===== src/rtl/mem_access_unit_if.sv =====
// Request/response handshake plus word-memory port bundle for mem_access_unit.
// slave = the access unit itself; master = requester and memory side.
interface mem_access_unit_if;
  logic        req_valid;
  logic        req_ready;
  logic        req_write;
  logic [1:0]  req_size;
  logic        req_signed;
  logic [31:0] req_addr;
  logic [31:0] req_wdata;
  logic        rsp_valid;
  logic        rsp_ready;
  logic [31:0] rsp_rdata;
  logic        rsp_error;
  logic [31:0] mem_address;
  logic        mem_write;
  logic [31:0] mem_write_data;
  logic [31:0] mem_read_data;

  modport slave (
    input  req_valid, req_write, req_size, req_signed, req_addr, req_wdata,
    input  rsp_ready, mem_read_data,
    output req_ready, rsp_valid, rsp_rdata, rsp_error,
    output mem_address, mem_write, mem_write_data
  );

  modport master (
    output req_valid, req_write, req_size, req_signed, req_addr, req_wdata,
    output rsp_ready, mem_read_data,
    input  req_ready, rsp_valid, rsp_rdata, rsp_error,
    input  mem_address, mem_write, mem_write_data
  );
endinterface


===== src/rtl/mem_access_unit.sv =====
// Byte/half/word load-store unit in front of a single-port word memory.
// Define MISALIGN_TRAP_EN to reject misaligned half/word accesses instead of ignoring low address bits.
module mem_access_unit #(
  parameter int MEM_WORDS = 1024
) (
  input  logic              clk,
  input  logic              reset,
  mem_access_unit_if.slave  bus
);

  typedef enum logic [1:0] {IDLE, LOAD, STORE, RESP} state_t;

  localparam logic [32:0] ADDR_LIMIT = 33'(MEM_WORDS) * 33'd4;

  state_t      state, state_nxt;
  logic        wr_q;
  logic        sgn_q;
  logic [1:0]  size_q;
  logic [31:0] addr_q;
  logic [31:0] wdata_q;
  logic [31:0] old_q;
  logic [31:0] rdata_q;
  logic        err_q;
  logic        req_err;

  function automatic logic [31:0] load_extract(input logic [31:0] word, input logic [1:0] size,
                                               input logic [1:0] off, input logic sgn);
    logic [7:0]  b;
    logic [15:0] h;
    logic [31:0] r;
    b = word[{off, 3'b000} +: 8];
    h = word[{off[1], 4'b0000} +: 16];
    case (size)
      2'b00:   r = {{24{sgn & b[7]}}, b};
      2'b01:   r = {{16{sgn & h[15]}}, h};
      2'b10:   r = word;
      default: r = '0;
    endcase
    return r;
  endfunction

  // Only the addressed lanes of the previously read word are replaced.
  function automatic logic [31:0] store_merge(input logic [31:0] old, input logic [31:0] wdata,
                                              input logic [1:0] size, input logic [1:0] off);
    logic [31:0] r;
    r = old;
    case (size)
      2'b00:   r[{off, 3'b000} +: 8]     = wdata[7:0];
      2'b01:   r[{off[1], 4'b0000} +: 16] = wdata[15:0];
      default: r = wdata;
    endcase
    return r;
  endfunction

  always_comb begin
    req_err = (bus.req_size == 2'b11) || ({1'b0, bus.req_addr} >= ADDR_LIMIT);
`ifdef MISALIGN_TRAP_EN
    if ((bus.req_size == 2'b01 && bus.req_addr[0]) ||
        (bus.req_size == 2'b10 && bus.req_addr[1:0] != 2'b00))
      req_err = 1'b1;
`endif
  end

  always_comb begin
    state_nxt          = state;
    bus.req_ready      = 1'b0;
    bus.rsp_valid      = 1'b0;
    bus.mem_address    = '0;
    bus.mem_write      = 1'b0;
    bus.mem_write_data = '0;
    case (state)
      IDLE: begin
        bus.req_ready = 1'b1;
        if (bus.req_valid) begin
          if (req_err)
            state_nxt = RESP;
          else if (bus.req_write && bus.req_size == 2'b10)
            state_nxt = STORE;
          else
            state_nxt = LOAD;
        end
      end
      LOAD: begin
        bus.mem_address = {addr_q[31:2], 2'b00};
        state_nxt       = wr_q ? STORE : RESP;
      end
      STORE: begin
        bus.mem_address    = {addr_q[31:2], 2'b00};
        bus.mem_write      = !reset;
        bus.mem_write_data = store_merge(old_q, wdata_q, size_q, addr_q[1:0]);
        state_nxt          = RESP;
      end
      RESP: begin
        bus.rsp_valid = 1'b1;
        if (bus.rsp_ready)
          state_nxt = IDLE;
      end
      default: state_nxt = IDLE;
    endcase
  end

  assign bus.rsp_rdata = rdata_q;
  assign bus.rsp_error = err_q;

  always_ff @(posedge clk) begin
    if (reset) begin
      state   <= IDLE;
      wr_q    <= 1'b0;
      sgn_q   <= 1'b0;
      size_q  <= '0;
      addr_q  <= '0;
      wdata_q <= '0;
      old_q   <= '0;
      rdata_q <= '0;
      err_q   <= 1'b0;
    end else begin
      state <= state_nxt;
      case (state)
        IDLE: if (bus.req_valid) begin
          wr_q    <= bus.req_write;
          sgn_q   <= bus.req_signed;
          size_q  <= bus.req_size;
          addr_q  <= bus.req_addr;
          wdata_q <= bus.req_wdata;
          rdata_q <= '0;
          err_q   <= req_err;
        end
        // A sub-word store reuses the LOAD cycle to fetch the word it will merge into.
        LOAD: begin
          if (wr_q)
            old_q <= bus.mem_read_data;
          else
            rdata_q <= load_extract(bus.mem_read_data, size_q, addr_q[1:0], sgn_q);
        end
        default: ;
      endcase
    end
  end

endmodule

===== src/flat_wrapper.sv =====
// flat-port wrapper written by rule: the top's interface ports become plain ports
module mem_access_unit_flat 
#(
  parameter int MEM_WORDS = 1024
)
  (clk, reset, bus_req_valid, bus_req_write, bus_req_size, bus_req_signed, bus_req_addr, bus_req_wdata, bus_rsp_ready, bus_mem_read_data, bus_req_ready, bus_rsp_valid, bus_rsp_rdata, bus_rsp_error, bus_mem_address, bus_mem_write, bus_mem_write_data);
  mem_access_unit_if bus_i ();
  input  logic clk;
  input  logic reset;
  input wire logic [$bits(bus_i.req_valid)-1:0] bus_req_valid;
  input wire logic [$bits(bus_i.req_write)-1:0] bus_req_write;
  input wire logic [$bits(bus_i.req_size)-1:0] bus_req_size;
  input wire logic [$bits(bus_i.req_signed)-1:0] bus_req_signed;
  input wire logic [$bits(bus_i.req_addr)-1:0] bus_req_addr;
  input wire logic [$bits(bus_i.req_wdata)-1:0] bus_req_wdata;
  input wire logic [$bits(bus_i.rsp_ready)-1:0] bus_rsp_ready;
  input wire logic [$bits(bus_i.mem_read_data)-1:0] bus_mem_read_data;
  output wire logic [$bits(bus_i.req_ready)-1:0] bus_req_ready;
  output wire logic [$bits(bus_i.rsp_valid)-1:0] bus_rsp_valid;
  output wire logic [$bits(bus_i.rsp_rdata)-1:0] bus_rsp_rdata;
  output wire logic [$bits(bus_i.rsp_error)-1:0] bus_rsp_error;
  output wire logic [$bits(bus_i.mem_address)-1:0] bus_mem_address;
  output wire logic [$bits(bus_i.mem_write)-1:0] bus_mem_write;
  output wire logic [$bits(bus_i.mem_write_data)-1:0] bus_mem_write_data;
  assign bus_i.req_valid = bus_req_valid;
  assign bus_i.req_write = bus_req_write;
  assign bus_i.req_size = bus_req_size;
  assign bus_i.req_signed = bus_req_signed;
  assign bus_i.req_addr = bus_req_addr;
  assign bus_i.req_wdata = bus_req_wdata;
  assign bus_i.rsp_ready = bus_rsp_ready;
  assign bus_i.mem_read_data = bus_mem_read_data;
  assign bus_req_ready = bus_i.req_ready;
  assign bus_rsp_valid = bus_i.rsp_valid;
  assign bus_rsp_rdata = bus_i.rsp_rdata;
  assign bus_rsp_error = bus_i.rsp_error;
  assign bus_mem_address = bus_i.mem_address;
  assign bus_mem_write = bus_i.mem_write;
  assign bus_mem_write_data = bus_i.mem_write_data;
  mem_access_unit #(.MEM_WORDS(MEM_WORDS)) u_core (.clk(clk), .reset(reset), .bus(bus_i));
endmodule

===== config.mk =====
export PLATFORM = sky130hd
export DESIGN_NAME = mem_access_unit_flat
export DESIGN_NICKNAME = d
export VERILOG_FILES = /design/src/rtl/mem_access_unit_if.sv /design/src/rtl/mem_access_unit.sv /design/src/flat_wrapper.sv
export SDC_FILE = /design/constraint.sdc
export NUM_CORES = 1
export LEC_CHECK = 0
export ABC_AREA = 1
export CORE_ASPECT_RATIO = 0.9
export CORE_MARGIN = 2
export CORE_UTILIZATION = 40
export CTS_BUF_LIST = sky130_fd_sc_hd__clkbuf_8
export CTS_CLUSTER_DIAMETER = 150
export CTS_CLUSTER_SIZE = 20
export DETAILED_ROUTE_END_ITERATION = 16
export DONT_BUFFER_PORTS = 1
export SLEW_MARGIN = 25
export SYNTH_ARGS = -nofsm -noshare
export SYNTH_HDL_FRONTEND = slang
export SYNTH_SLANG_ARGS = --single-unit

===== constraint.sdc =====
create_clock -name clk -period 3.7 [get_ports clk]
set_input_delay 0.74 -clock clk [delete_from_list [all_inputs] [get_ports clk]]
set_output_delay 0.74 -clock clk [all_outputs]
set_load 0.01 [all_outputs]

==> flow_metrics.py <==
metrics = {
    "power": {
        "clock_power_share_pct": 23.1,
        "p_leak_nw": 3.312,
        "irDropWorstVdd_mv": 0.6180,
        "seqPwrFrac_pct": 37.1,
        "p_sw_share_pct": 46.03,
        "p_switching_mw": 2.498,
        "pwr-share-comb_pct": 39.8,
        "p_int_mw": 2.930,
        "power.density_nw_per_um2": 709.5,
    },
    "placed_design": {
        "gp_congestion": 0.8948,
        "dp.cells": 1319,
        "place_area_um2": 7257,
        "portBuffers": 0,
        "hpwl_um": 16460,
    },
    "timing": {
        "worst_pin_slew_ns": 0.7845,
        "rsz0062_at_grt": "no",
        "fin_skew_ns": 0.01202,
        "hold_viol_final": 0,
        "setup_violations": 0,
        "min_period_ns": 3.384,
        "fmax_mhz": 295.5,
        "min_period_over_period_pct": 91.47,
        "slew_viol_final": 0,
        "fin_tns_setup_ns": 0,
        "relSlewSlack_pct": 47.63,
    },
    "synthesis": {
        "yosys.area_share.simple_pct": 28.46,
        "synth_top_family_by_area": "simple AND/OR/NAND/NOR gates",
        "async_flop_share_pct": 0,
        "synth_compound_area_share_pct": 20.96,
        "seq_area_frac_synth_pct": 37.78,
        "syn-cell-area_um2": 7153,
        "synth_cell_types": 31,
        "synth_area_per_cell_um2": 6.275,
        "synth_xor_xnor_area_share_pct": 0,
        "netlist_instances": 1140,
        "ys_warn_count": 0,
        "synth_top_flop_cell": "dfxtp_1",
        "synthTopCellsByArea": "dfxtp_1, nand2_1, o21ai_0",
        "yosysTopAreaCellShare_pct": 37.78,
        "synth-edff-count": 0,
        "yosys.area_share.adder_pct": 1.574,
        "ys_ff_latch": 135,
        "synth_area_leader_cell": "dfxtp_1",
        "synthMuxAreaShare_pct": 0,
    },
    "layout": {
        "stdcell_area_um2": 7650,
        "area_growth_pct": 6.944,
        "layout.nets": 1211,
        "diodes": 0,
        "drive_gt1_share_pct": 6.841,
        "finalNonFillerCells": 1351,
    },
    "floorplan": {
        "io_pins": 204,
        "fp.dieH_um": 130.9,
        "core-area_um2": 17550,
        "rows": 46,
        "fp.dieW_um": 145.0,
        "dieArea_um2": 18970,
        "initial_core_util_pct": 40.75,
    },
    "run_status": {
        "status": "finished, final reports clean",
    },
    "hold_path": {
        "hold_start": "reset",
        "hp-class": "input port to register",
    },
    "route": {
        "avgRoutedWirePerCell_um": 16.90,
        "vias": 6974,
        "wirelength_um": 22830,
        "post-route-drc-count": 0,
        "firstDrtPassIters": 8,
        "drtAntennaViolNets": 0,
        "first_iter_violations": 557,
        "vias_per_cell": 5.162,
    },
    "worst_setup_path": {
        "max_stage_delay_ns": 0.49,
        "crit_path_end_kind": "primary output",
        "path_cells": "inv_2 -> ha_1 -> inv_1 -> nand3_1 -> o22ai_1 -> nand2_1 -> a21oi_1",
        "reg2reg_from": "u_core.size_q[1]",
        "critPathKind": "register to primary output",
        "worst_ep_required_time_ns": 2.96,
        "startpoint_type": "register",
        "crit_path_top_delay_cell": "dfxtp_2",
        "cp.arrival_ns": 2.64,
        "cp-startpoint": "u_core.addr_q[0]",
        "path_max_fanout": 22,
    },
    "clock_network": {
        "clk_pin_slew_ns": 0.09,
        "cts_buffers": 17,
        "cts_tree": "yes",
        "htree_levels": 4,
        "clock-sinks": 135,
        "cts.path.max_buffers": 2,
        "clk-insertion-delay-late_ns": 0.47,
        "root_buffer": "clkbuf_8",
    },
    "grt": {
        "grt_overflow_total": 0,
        "grt_max_degree": 73,
        "grt_use_total_pct": 23.56,
        "grt_pass1_vias": 6354,
        "antenna_found_initial": 1,
        "grt_pass1_wl_um": 35210,
    },
    "job": {
        "drv_cap": 0,
    },
}
power groups by stage:
| stage | logic (mW) | registers (mW) | clock network [mW] |
|---|---|---|---|
| after floorplan | 1.73 | 1.95 | 0 |
| after global placement | 2.16 | 2.04 | 0 |
| after detailed placement | 2.17 | 2.04 | 0 |
| after CTS | 2.18 | 2.01 | 1.28 |
| after global routing | 2.47 | 2.05 | 1.34 |
| final | 2.16 | 2.01 | 1.25 |
registers in the layout (all words and copies together), names as in the netlist:
signal                count
u_core.addr_q            32
u_core.bus.rsp_error      1
u_core.bus.rsp_rdata     32
u_core.old_q             32
u_core.sgn_q              1
u_core.size_q             2
u_core.state              2
u_core.wdata_q           32
u_core.wr_q               1
worst paths after layout:
kind,cells after the start,endpoint,slack [ns]
worst max register to register,7,u_core.bus.rsp_rdata[14],1.38
worst max-delay path,7,bus_mem_write_data[25],0.32
worst min register to register,2,u_core.old_q[25],0.48
worst min-delay path,1,u_core.bus.rsp_rdata[31],0.33
synth_stat cells, types with 9 or more instances:
| cell type | count |
|---|---|
| o21ai_1 | 14 |
| inv_2 | 18 |
| a22oi_1 | 14 |
| o21ai_0 | 118 |
| dfxtp_1 | 135 |
| inv_1 | 108 |
| buf_2 | 15 |
| a21oi_1 | 97 |
| nand2_1 | 307 |
| o22ai_1 | 17 |
| nand3_1 | 36 |
| ha_1 | 9 |
| nor2_1 | 156 |
| clkbuf_1 | 52 |
cells by family (layout without fill, tap and decap cells):
family	after synthesis	after routing
buf+inv	202	172
flops	135	135
simple gates	515	515
compound gates	278	278
fa+ha+maj	9	9
other cells	1	2
cell usage in the layout (no fill, tap or decap), drive strengths merged, types with 6 or more instances in the layout:
cell,count
clkbuf,17
buf,14
nand3,38
a31oi,8
a21oi,97
inv,136
a22oi,14
nand2,307
dfxtp,135
a41oi,7
nor3,6
o21ai,133
o22ai,17
nor2,159
ha,9
worst max-delay path, delay by kind of cell, from the launching register on:
family | cells | cell delay, ns
AND/OR/NAND/NOR | 2 | 0.26
adder cells (fa/ha/maj) | 1 | 0.30
flip-flops | 1 | 0.49
AO/OA/AOI/OAI | 2 | 0.54
buffers and inverters | 2 | 0.59
area by class of cell:
class,instances,area (µm²)
clock buffers,17,234.0
clock inverters,15,157.7
fillers,1923,9905
inverters,126,473.0
multi-input cells,804,3664
flip-flops and latches,135,2704
well taps,240,300.3
repair buffers,14,117.6
metrics by stage:
stage	utilization [%]	power, mW	hold WS (ns)	setup slack (ns)
global route	43.58	5.865	0.3020	0.1161
detailed placement	41.34	4.210	0.4662	0.6961
floorplan	-	3.680	0.4438	0.9511
CTS	43.57	5.466	0.3160	0.1510
global placement	41.34	4.198	0.4621	0.7121
finish	43.58	5.428	0.3285	0.3157
what timing repair did:
item,4_1_cts,5_1_grt
hold buffers,0,0
setup endpoints to repair,0,5
gates resized for setup,0,1
setup buffers,0,0
metal layers:
metal	vias up	GRT usage (%)	share of wire, %
li1	3544	-	-
met2	266	37.96	47
met5	-	0	0.057
met3	27	7.743	8.2
met1	3135	30.75	44
met4	2	5.999	1.3
Power figures use the tool's default switching activity.
